===== config.mk =====
export PLATFORM = sky130hd
export DESIGN_NAME = code_lock
export DESIGN_NICKNAME = d
export VERILOG_FILES = /design/src/rtl/code_lock_pkg.sv /design/src/rtl/code_lock_seg7_decode.sv /design/src/rtl/code_lock.sv
export SDC_FILE = /design/constraint.sdc
export NUM_CORES = 1
export LEC_CHECK = 0
export CORE_ASPECT_RATIO = 1.1
export CORE_MARGIN = 10
export CORE_UTILIZATION = 33
export DETAILED_ROUTE_END_ITERATION = 10
export GPL_TIMING_DRIVEN = 1
export PLACE_DENSITY = 0.54
export SYNTH_ARGS = -nofsm -noshare
export SYNTH_HDL_FRONTEND = slang
export SYNTH_SLANG_ARGS = --single-unit

===== constraint.sdc =====
create_clock -name i_clk -period 2.5 [get_ports i_clk]
set_clock_uncertainty 0.1 [all_clocks]
set_input_delay 0.75 -clock i_clk [delete_from_list [all_inputs] [get_ports i_clk]]
set_output_delay 0.75 -clock i_clk [all_outputs]
set_load 0.05 [all_outputs]

===== src/rtl/code_lock_pkg.sv =====
// Shared types and constants for the keypad code lock.
package code_lock_pkg;

  typedef enum logic [1:0] {
    ST_LOCKED  = 2'd0,
    ST_OPENED  = 2'd1,
    ST_LOCKOUT = 2'd2
  } state_t;

  typedef logic [3:0] bcd_t;

  // Seven-segment patterns, bit 6 = segment a ... bit 0 = segment g; entry 10 is blank.
  localparam int SEG_BLANK = 10;
  localparam logic [10:0][6:0] SEG_TBL = {
    7'b0000000,  // blank
    7'b1111011,  // 9
    7'b1111111,  // 8
    7'b1110000,  // 7
    7'b1011111,  // 6
    7'b1011011,  // 5
    7'b0110011,  // 4
    7'b1111001,  // 3
    7'b1101101,  // 2
    7'b0110000,  // 1
    7'b1111110   // 0
  };

endpackage


===== src/rtl/code_lock_seg7_decode.sv =====
// Registered single-digit BCD to seven-segment decoder.
// Only compiled when CODE_LOCK_SEG_EN is defined, since nothing else uses it.
`ifdef CODE_LOCK_SEG_EN
module seg7_decode
  import code_lock_pkg::*;
(
  input  logic       i_clk,
  input  logic       i_rst_n,
  input  bcd_t       i_digit,
  output logic [6:0] o_seg
);

  always_ff @(posedge i_clk or negedge i_rst_n) begin
    if (!i_rst_n) o_seg <= '0;
    else          o_seg <= (i_digit > 4'd9) ? SEG_TBL[SEG_BLANK] : SEG_TBL[i_digit];
  end

endmodule
`endif


===== src/rtl/code_lock.sv =====
// Keypad code lock with programmable code and timed lockout after repeated failures.
// Define CODE_LOCK_SEG_EN to build per-digit seven-segment decoders on o_seg.
module code_lock
  import code_lock_pkg::*;
#(
  parameter int NUM_DIGITS     = 3,
  parameter int MAX_TRIES      = 3,
  parameter int LOCKOUT_CYCLES = 1000
) (
  input  logic                    i_clk,
  input  logic                    i_rst_n,
  input  logic [9:0]              i_key,
  input  logic                    i_open,
  input  logic                    i_close,
  input  logic                    i_set,
  output logic                    o_unlocked,
  output logic                    o_lockout,
  output logic [3:0]              o_fail_cnt,
  output logic [4*NUM_DIGITS-1:0] o_digits,
  output logic                    o_entry_full,
  output logic [7*NUM_DIGITS-1:0] o_seg
);

  localparam int PW = $clog2(NUM_DIGITS + 1);
  localparam int CW = $clog2(LOCKOUT_CYCLES + 1);

  state_t                  r_state, w_state_nxt;
  bcd_t [NUM_DIGITS-1:0]   r_dig, w_dig_nxt, r_code, w_code_nxt;
  logic [PW-1:0]           r_pos, w_pos_nxt;
  logic [3:0]              r_fail, w_fail_nxt;
  logic [CW-1:0]           r_cnt, w_cnt_nxt;
  logic                    r_key_any;
  logic                    w_onehot, w_full, w_key_evt, w_set_ok, w_open_ok;
  bcd_t                    w_key_dig;

  always_comb begin
    w_key_dig = '0;
    for (int i = 0; i < 10; i++)
      if (i_key[i]) w_key_dig = 4'(i);
  end

  assign w_onehot  = (i_key != '0) && ((i_key & (i_key - 10'd1)) == '0);
  assign w_full    = (r_pos == PW'(NUM_DIGITS));
  // A press only counts (and only wins priority) when it can actually be stored.
  assign w_key_evt = w_onehot && !r_key_any && !w_full && (r_state != ST_LOCKOUT);
  assign w_set_ok  = i_set && w_full && (r_state == ST_OPENED);
  assign w_open_ok = i_open && w_full && (r_state == ST_LOCKED);

  always_ff @(posedge i_clk or negedge i_rst_n) begin
    if (!i_rst_n) begin
      r_state   <= ST_LOCKED;
      r_dig     <= '0;
      r_code    <= '0;
      r_pos     <= '0;
      r_fail    <= '0;
      r_cnt     <= '0;
      r_key_any <= 1'b0;
    end else begin
      r_state   <= w_state_nxt;
      r_dig     <= w_dig_nxt;
      r_code    <= w_code_nxt;
      r_pos     <= w_pos_nxt;
      r_fail    <= w_fail_nxt;
      r_cnt     <= w_cnt_nxt;
      r_key_any <= |i_key;
    end
  end

  always_comb begin
    w_state_nxt = r_state;
    w_dig_nxt   = r_dig;
    w_code_nxt  = r_code;
    w_pos_nxt   = r_pos;
    w_fail_nxt  = r_fail;
    w_cnt_nxt   = r_cnt;
    case (r_state)
      ST_LOCKOUT: begin
        if (r_cnt == '0) begin
          w_state_nxt = ST_LOCKED;
          w_fail_nxt  = '0;
          w_dig_nxt   = '0;
          w_pos_nxt   = '0;
        end else begin
          w_cnt_nxt = r_cnt - 1'b1;
        end
      end
      default: begin
        if (w_key_evt) begin
          for (int i = 0; i < NUM_DIGITS; i++)
            if (r_pos == PW'(i)) w_dig_nxt[i] = w_key_dig;
          w_pos_nxt = r_pos + 1'b1;
        end else if (w_set_ok) begin
          w_code_nxt = r_dig;
          w_dig_nxt  = '0;
          w_pos_nxt  = '0;
        end else if (i_close) begin
          w_state_nxt = ST_LOCKED;
          w_dig_nxt   = '0;
          w_pos_nxt   = '0;
        end else if (w_open_ok) begin
          w_dig_nxt = '0;
          w_pos_nxt = '0;
          if (r_dig == r_code) begin
            w_state_nxt = ST_OPENED;
            w_fail_nxt  = '0;
          end else begin
            w_fail_nxt = r_fail + 4'd1;
            if (r_fail + 4'd1 >= 4'(MAX_TRIES)) begin
              w_state_nxt = ST_LOCKOUT;
              w_cnt_nxt   = CW'(LOCKOUT_CYCLES - 1);
            end
          end
        end
      end
    endcase
  end

  assign o_unlocked   = (r_state == ST_OPENED);
  assign o_lockout    = (r_state == ST_LOCKOUT);
  assign o_fail_cnt   = r_fail;
  assign o_digits     = r_dig;
  assign o_entry_full = w_full;

`ifdef CODE_LOCK_SEG_EN
  for (genvar g = 0; g < NUM_DIGITS; g++) begin : g_seg
    seg7_decode u_seg (
      .i_clk   (i_clk),
      .i_rst_n (i_rst_n),
      .i_digit (r_dig[g]),
      .o_seg   (o_seg[g*7 +: 7])
    );
  end
`else
  assign o_seg = '0;
`endif

endmodule

=== After elaboration in Yosys (flattened, before gate mapping) ===
Cells that the tools add are included.

* Add/subtract/negate cells: 4
* Multipliers: 0
* Divide/modulo/power cells: 0
* $lt $le $gt $ge: 1
* Equal/unequal tests: 16
* Shift-type cells: 0
* Muxes and demuxes: 46
* Bitwise operators: 3
* Reduce and logical (&&, ||, !) cells: 29

{| class="wikitable"
|+ Operators by type and width
! kind !! number
|-
| $mux 10 || 8
|-
| $mux 12 || 6
|-
| $mux 4 || 17
|-
| $mux 2 || 14
|-
| $logic_not 10->1 || 2
|-
| $sub 10x1->10 const B || 2
|-
| $eq 12x12->1 || 1
|-
| $reduce_and 3->1 || 4
|-
| $and 10x10->10 || 1
|-
| $ne 2x2->1 const B || 5
|-
| $reduce_and 5->1 || 2
|-
| $reduce_bool 10->1 || 1
|-
| $reduce_or 10->1 || 1
|-
| $ne 3x2->1 const B || 3
|-
| $logic_and 1x1->1 || 8
|-
| $reduce_and 7->1 || 1
|-
| $eq 2x2->1 const B || 3
|-
| $reduce_bool 5->1 || 1
|-
| $add 4x1->4 const B || 1
|-
| $eq 2x1->1 const B || 2
|-
| $ge 4x2->1 const B || 1
|-
| $logic_not 2->1 || 2
|-
| $ne 2x1->1 const B || 2
|-
| $reduce_bool 2->1 || 2
|-
| 7 further kinds || 9
|}

* Register bits: 43
* Latch bits: 0
* RAM bits: 0
* ROM bits: 0
* Input port bits: 15
* Output and inout port bits: 40
* Word-level logic and storage cells: 110
* Memories kept: 0

=== Depth between registers and ports, before layout ===
Gate-level depths: netlist of the first run.

* Depth after elaboration: 12
* Depth in mapped cells: 9
* Gate-level depth less buffers: 8

=== Worst setup path after synthesis of the first run ===
Ideal clock, no wire load.

* Kind: input to register
* Start point: in i_key[0]
* End point: reg r_dig, in the netlist o_digits[10]
* Setup time: 0.121 ns
* Arrival: 2.498 ns
* Data required time: 2.279 ns
* Slack: -0.219 ns
* Stages: 7
* Buffers on the path: 1
* Cells stage by stage: or4_4 > a2111oi_4 > o211a_1 > nand2b_1 > buf_6 > mux2i_2 > a22o_2

* Longest elaborated chain between the ends: 9
* Elaborated cells on any way between the ends: 13
* Those cells by class: 1 x add/sub; 1 x eq/ne; 2 x mux; 1 x bitwise; 8 x reduce/logical

{| class="wikitable"
|+ RTL lines
! item !! line !! RTL
|-
| start: declaration || code_lock.sv:12 || <nowiki>input logic [9:0] i_key,</nowiki>
|-
| $sub 10x1->10 || code_lock.sv:42 || <nowiki>assign w_onehot = (i_key != '0) && ((i_key & (i_key - 10'd1)) == '0);</nowiki>
|-
| $and 10x10->10 || code_lock.sv:42 ||
|-
| $logic_not 10->1 || code_lock.sv:42 ||
|-
| $logic_and 1x1->1 * || code_lock.sv:42 ||
|-
| $logic_and 1x1->1 * (3 in a row) || code_lock.sv:45 || <nowiki>assign w_key_evt = w_onehot && !r_key_any && !w_full && (r_state != ST_LOCKOUT);</nowiki>
|-
| $ne 3x2->1 (no source line) (tied with other cells) || n/a ||
|-
| $reduce_and 3->1 (no source line) / $mux 12 (equally long branches) || n/a ||
|-
| end signal: assignment || code_lock.sv:60 || <nowiki>r_dig <= w_dig_nxt;</nowiki>
|-
| end: declaration || code_lock.sv:28 || <nowiki>bcd_t [NUM_DIGITS-1:0] r_dig, w_dig_nxt, r_code, w_code_nxt;</nowiki>
|}

Mark *: on every way between the ends. The rest lies on a longest branch, timed or not.
A chain may end at the register's enable or synchronous reset.

=== Final worst setup path of the first run ===
* Start point: in i_key[1]
* End point: reg r_dig, in the netlist o_digits[7]

The elaborated chain is that of the path after synthesis.

==> run metrics, run 1 <==
RSZ-0062 raised after global routing true; EDFF count, synth 0; GRT Util Overall 10.9%; Core ar. 0.00739 sq mm; drc violations 0; wire length per cell 14.8 um; Die ar. 0.0114 sq mm; first-pass GRT wire length 10.1 mm; count leader, synth dfrtp_1; Critical Path Sink o_digits[7]$_DFFE_PN0P_; CTS tree yes; Hold WC Path Type primary input to async pin; final wirelength 5.72 mm; total grt overflow 0; H-tree Lvls 2; critical path startpoint i_key[1]; Max Transition Viols Final 0; Sequential Area 0.00108 sq mm; PwrDens 431 mW/mm^2; fraction of layout cells with a size suffix above 1 32.1%; IO Pins 55; Yosys cell types 52; worst vdd ir 0.232 mV; CP Launch Type primary input; Placement Cell Area 0.00305 sq mm; failing checks setup timing; P&R area growth vs syn 29.7%; Register-to-Register Path Depth 9; # setup viols final 6; Leak 0.00155 uW; dpl ws -814 ps; worst-path maximum fanout 6; Die X 103 um; Reg power frac 51.9%; Reg2Reg Launch Point r_cnt[0]$_DFFE_PN0P_; Yosys top cell area share 43.5%; clock share of power 32.9%; max_cap viols 0; routing usage on met1 13.7%; Initial DRT Pass Iterations 4; RePlAce Congestion 0.765; Final Critical Period 2540 ps; status complete, but fails checks; std cell rows 33; Final nets 320; Antenna Cells 0; Primary FF master, synth dfrtp_1; cell-internal power 969 uW; die extent in y 111 um; total CTS buffers 5; Via density 4.78; Async S/R FF share, synth 100%; Fin. Hold Viols 0; # placed instances 376; Post-Syn Instances 235; largest net degree at the start of global routing 25; total of fill cells in the finished design 711; Worst Path Required 2590 ps; Psw 416 uW; clk root buf clkbuf_8; multi-input logic area 0.00136 sq mm; Worst-Skew Late Latency 300 ps; Worst Path Arrival 2630 ps; initial core utilization 33.5%; max_slew headroom 66.1%; Comb power frac 15.3%; Clock Sinks 43; Synth Warn # 0; vias 1846; leading post-synthesis cells by cell area dfrtp_1, buf_4, xor2_1; vias in the first global route 1984; gr busiest metal met2; Pwr Total 1380 uW; final worst slack -42.6 ps; CP Class primary input to register; initial antenna violation count 0; sequential cell area fraction in the yosys report 43.5%; cell area after synthesis 0.00248 sq mm; post-synthesis register bit count 43; ANT nets after route 0; syn_area_per_cell 10.5 sq um; fin cells 386; Final period util 102%; Max clock buf depth 2; switching portion of total power 30.0%; Starting DRT DRC Count 56; DP Wirelength 4.54 mm; CP endpoint kind register; met3 usage 2.68%; Synth area leader dfrtp_1; worst-margin pin slew 507 ps; fin area 0.00321 sq mm; top post-synthesis cells by count dfrtp_1, buf_4, nand2_1; IO buf count 33; met2 Use GR 18.0%; Max Clock Freq 393 MHz; reg-to-reg slack, setup 230 ps; Critical R2R Capture r_cnt[2]$_DFFE_PN0P_; clock-pin slew on the worst setup and hold paths 90 ps; WHS 304 ps
==> layer usage <==
| layer | share of wire (%) | routed length [um] |
|---|---|---|
| met1 | 44 | 2510 |
| met2 | 51 | 2920 |
| met3 | 4.0 | 231 |
| met4 | 0.96 | 55 |
| met5 | 0 | 0 |
==> cell type report <==
cell class	count	area share (%)
Clock buffer	5	2.14
Tap cell	87	3.39
Timing Repair Buffer	61	17.0
Multi-Input combinational cell	178	42.3
Inverter	9	1.05
Clock inverter	3	0.623
Sequential cell	43	33.5
==> cells in the final DEF (no fill, tap or decap), types with 5 or more instances in the layout <==
cell,synthesis,routed
a22o_2,5,5
a22o_1,7,7
clkdlybuf4s50_1,0,16
conb_1,1,21
ha_1,7,7
xor2_1,16,16
buf_4,21,30
mux2_2,12,12
buf_2,1,6
dfrtp_1,43,43
nand2_1,19,16
clkbuf_8,0,5
inv_1,9,9
a21oi_1,10,8
nor2_1,16,14
==> state kept, by name, indices dropped and copies added (netlist names) <==
register    flops
r_cnt          10
o_fail_cnt      4
o_digits       12
r_code         12
r_key_any       1
r_pos           2
r_state         2
==> kinds of logic after synthesis <==
| kind of cell | Yosys count | share of synthesized area (%) |
|---|---|---|
| buffers and inverters | 34 | 8.69 |
| multiplexers | 16 | 7.53 |
| AO/OA/AOI/OAI | 47 | 15.2 |
| adder cells (fa/ha/maj) | 7 | 3.54 |
| XOR/XNOR | 20 | 7.07 |
| AND/OR/NAND/NOR | 67 | 14.4 |
| flip-flops | 43 | 43.5 |
| other | 1 | 0.151 |
==> worst min path at each step <==
| stage | from | to | slack, ps | depth (start not counted) |
|---|---|---|---|---|
| 2_1_floorplan | i_rst_n | o_digits[0]$_DFFE_PN0P_ | 350 | 0 |
| 3_3_place_gp | r_cnt[9]$_DFFE_PN0P_ | r_cnt[9]$_DFFE_PN0P_ | 400 | 2 |
| 3_5_place_dp | r_cnt[9]$_DFFE_PN0P_ | r_cnt[9]$_DFFE_PN0P_ | 400 | 2 |
| 4_1_cts | i_rst_n | o_digits[11]$_DFFE_PN0P_ | 320 | 1 |
| 5_1_grt | i_rst_n | o_fail_cnt[3]$_DFFE_PN0P_ | 340 | 1 |
| 6_report | i_rst_n | o_fail_cnt[3]$_DFFE_PN0P_ | 300 | 1 |
==> metrics by stage <==
| stage | utilization (%) | TNS (ps) |
|---|---|---|
| 6_report | 43.5 | -94.0 |
| 4_1_cts | 43.2 | -875 |
| 3_3_place_gp | 41.2 | -17220 |
| 5_1_grt | 43.5 | -527 |
| 2_1_floorplan | - | -2250 |
| 3_5_place_dp | 41.2 | -18580 |
==> power by group through the flow <==
stage / Sequential (uW) / Clock, uW / Combinational [uW]
after floorplan: 729 / 0 / 150
after global placement: 731 / 0 / 202
after detailed placement: 732 / 0 / 204
after CTS: 718 / 466 / 209
after global routing: 721 / 497 / 230
final: 718 / 455 / 211
==> critical path: stages <==
cell and delay [ps]:
buf_8 90, or4_4 570, a2111oi_4 330, o211a_1 260, nand2b_4 130, mux2i_4 220
a22o_2 260
==> timing repair <==
item / 4_1_cts / 5_1_grt
hold buffers: 0 / 0
resized for setup: 39 / 12
cloned: 0 / 0
hold endpoints to repair: 0 / 0
pin swaps: 7 / 9
setup endpoints to repair: 26 / 25
buffers inserted: 2 / 1
No activity file was read; power rests on OpenSTA's default activity.
==> run 2, diff against run 1 <==
Settings changed: CTS_CLUSTER_SIZE set to 12.
==> results of run 2 <==
Final layout, timing and power as in run 1 (identical DEF).
==> patch: new RTL, config.mk and constraints of run 2 <==
The option `CODE_LOCK_SEG_EN` is turned on by a define.
--- a/src/rtl/code_lock_seg7_decode.sv
+++ b/src/rtl/code_lock_seg7_decode.sv
@@ -1,5 +1,7 @@
 // Registered single-digit BCD to seven-segment decoder.
 // Only compiled when CODE_LOCK_SEG_EN is defined, since nothing else uses it.
+`define CODE_LOCK_SEG_EN
+
 `ifdef CODE_LOCK_SEG_EN
 module seg7_decode
   import code_lock_pkg::*;
Formal check against the unedited RTL: not equivalent (Yosys sat finds a counterexample within 4 cycles, from zero or initial values and one cycle with i_rst_n low).
==> patch against run 2 <==
Cell area is 58% higher; count of clock-buffer cells in the layout increased by 5; sequential power is 45% higher; wire length up 53%; sequential cell count grew 21; power is 93% higher; synthesized area grew 43%; setup slack improved by 0.083 ns; fmax up 3.4%; hold slack got worse by 0.056 ns; via count up 59%; first-iteration DRC count rose to 2.7 times the old value; largest power group is now the clock network.
==> patch: results (changes against run 2) <==
metric	value	unit	change
layout cell share with drive strength beyond 1	23.0	%	was 32.1%
Via-to-Cell Ratio	4.81		was 4.78
FF-to-FF path depth	7		was 9
clk_lat worst skew	0.34	ns	was 0.30 ns
clk root buf	clkbuf_16		was clkbuf_8
Max VDD drop	231	uV	was 232 uV
Detailed Routing Iterations Pass 1	4		unchanged
Yosys cell types	55		was 52
Layout Nets	504		was 320
largest net degree at the start of global routing	47		was 25
FFs w/ async S/R, synth	100	%	unchanged
RR Startpoint	r_cnt[7]$_DFFE_PN0P_		was r_cnt[0]$_DFFE_PN0P_
Post-DP Area	0.00455	mm2	was 0.00305 mm2
hold-fix buffers at CTS	0		unchanged
Synth Net Count	401		
outcome	completed		was complete, but fails checks
Final HPWL DP	6460	um	was 4540 um
Synth Area in Adders	10.2	%	was 3.54%
placed cell count	588		was 376
Critical Path Fanout Max	7		was 6
Worst setup startpoint	i_key[3]		was i_key[1]
htree depth	3		was 2
Synth area leaders	dfrtp_1 45%, ha_1 9.9%, o21ai_0 3.7%		was dfrtp_1 43%, buf_4 6.4%, xor2_1 5.7%
CTS Buf Count	9		was 5
synthesized area per cell	9.88	um2	was 10.5 um2
pre-CTS setup slack	-0.543	ns	was -0.814 ns
vias in the first global route	2911		was 1984
multiplexer share of the synthesized area	2.69	%	was 7.53%
Placer Congestion	0.822		was 0.765
first-pass GRT wire length	14500	um	was 10100 um
leakage power	2.37	nW	was 1.55 nW
flop-to-flop setup slack	0.06	ns	was 0.23 ns
port bufs	54		was 33
Iter 0 DRT Violations	150		was 56
Finished Layout Cells	609		was 386
WP data arrival	2.58	ns	was 2.63 ns
fraction of the cycle the final worst path needs	98.4	%	was 102%
Slew HR	65.3	%	was 66.1%
HP Class	in -> async		unchanged
Hold Slack	0.248	ns	was 0.304 ns
Syn. warnings	0		unchanged
post-synthesis sequential area ratio	45.3	%	was 43.5%
clock slew at reported path FFs	0.05	ns	was 0.09 ns
most frequent cells after synthesis	64 x dfrtp_1, 32 x nor2_1, 31 x nand2_1		was 43 x dfrtp_1, 21 x buf_4, 19 x nand2_1
Routed WL per cell	14.3	um	was 14.8 um
total track usage	11.7	%	was 10.9%
Synth Area in Compound Gates	18.4	%	was 15.2%
capture point of the critical path	o_digits[1]$_DFFE_PN0P_		was o_digits[7]$_DFFE_PN0P_
Synth Area in XOR/XNOR	3.22	%	was 7.07%
patch: cell types whose count changed in the layout (fill, tap and decap cells not counted), sizes merged, moves of 6 or more:
| cell | run 2 | this run |
|---|---|---|
| dlymetal6s2s | 1 | 8 |
| dfrtp | 43 | 64 |
| a211oi | 0 | 6 |
| mux2 | 12 | 3 |
| buf | 43 | 65 |
| a21oi | 10 | 23 |
| conb | 21 | 0 |
| nor2 | 16 | 32 |
| nand2 | 19 | 31 |
| o21ai | 5 | 27 |
| clkdlybuf4s50 | 16 | 27 |
| ha | 7 | 28 |
| inv | 9 | 24 |
patch: critical path: stages:
cell           delay (ns)
dlygate4sd2_1        0.27
nor4_4               0.30
buf_4                0.20
o2bb2ai_1            0.12
o311a_1              0.27
o21ai_4              0.09
buf_12               0.15
mux2i_4              0.19
a22o_1               0.24
patch: routing by layer:
metal / up-vias / part of all wire, % / track usage [%]
met5: - / 0 / 0
met1: 1379 / 48 / 14.5
met2: 55 / 46 / 18.2
li1: 1481 / - / -
met3: 13 / 3.9 / 3.11
met4: 0 / 2.5 / 6.61
patch: report_power, final:
| group | internal (mW) | total, mW | switching (mW) |
|---|---|---|---|
| combinational | 0.0608 | 0.142 | 0.0807 |
| sequential | 1.04 | 1.04 | 0.00292 |
| clock | 1.01 | 1.49 | 0.481 |
patch: repair_timing:
action	in CTS	in global routing
buffers inserted	1	4
gates resized for setup	8	18
setup endpoints to repair	15	20
endpoints found under the hold margin	0	0
gates cloned	0	0
pin swaps	2	4
patch: area by class of cell:
class / instances / area, um2
Fill cell: 1006 / 5370
Multi-Input combinational cell: 259 / 1900
Sequential cell: 64 / 1600
Timing Repair Buffer: 103 / 948
Clock buffer: 10 / 239
Tap cell: 143 / 179
Clock inverter: 6 / 115
Inverter: 24 / 90.1
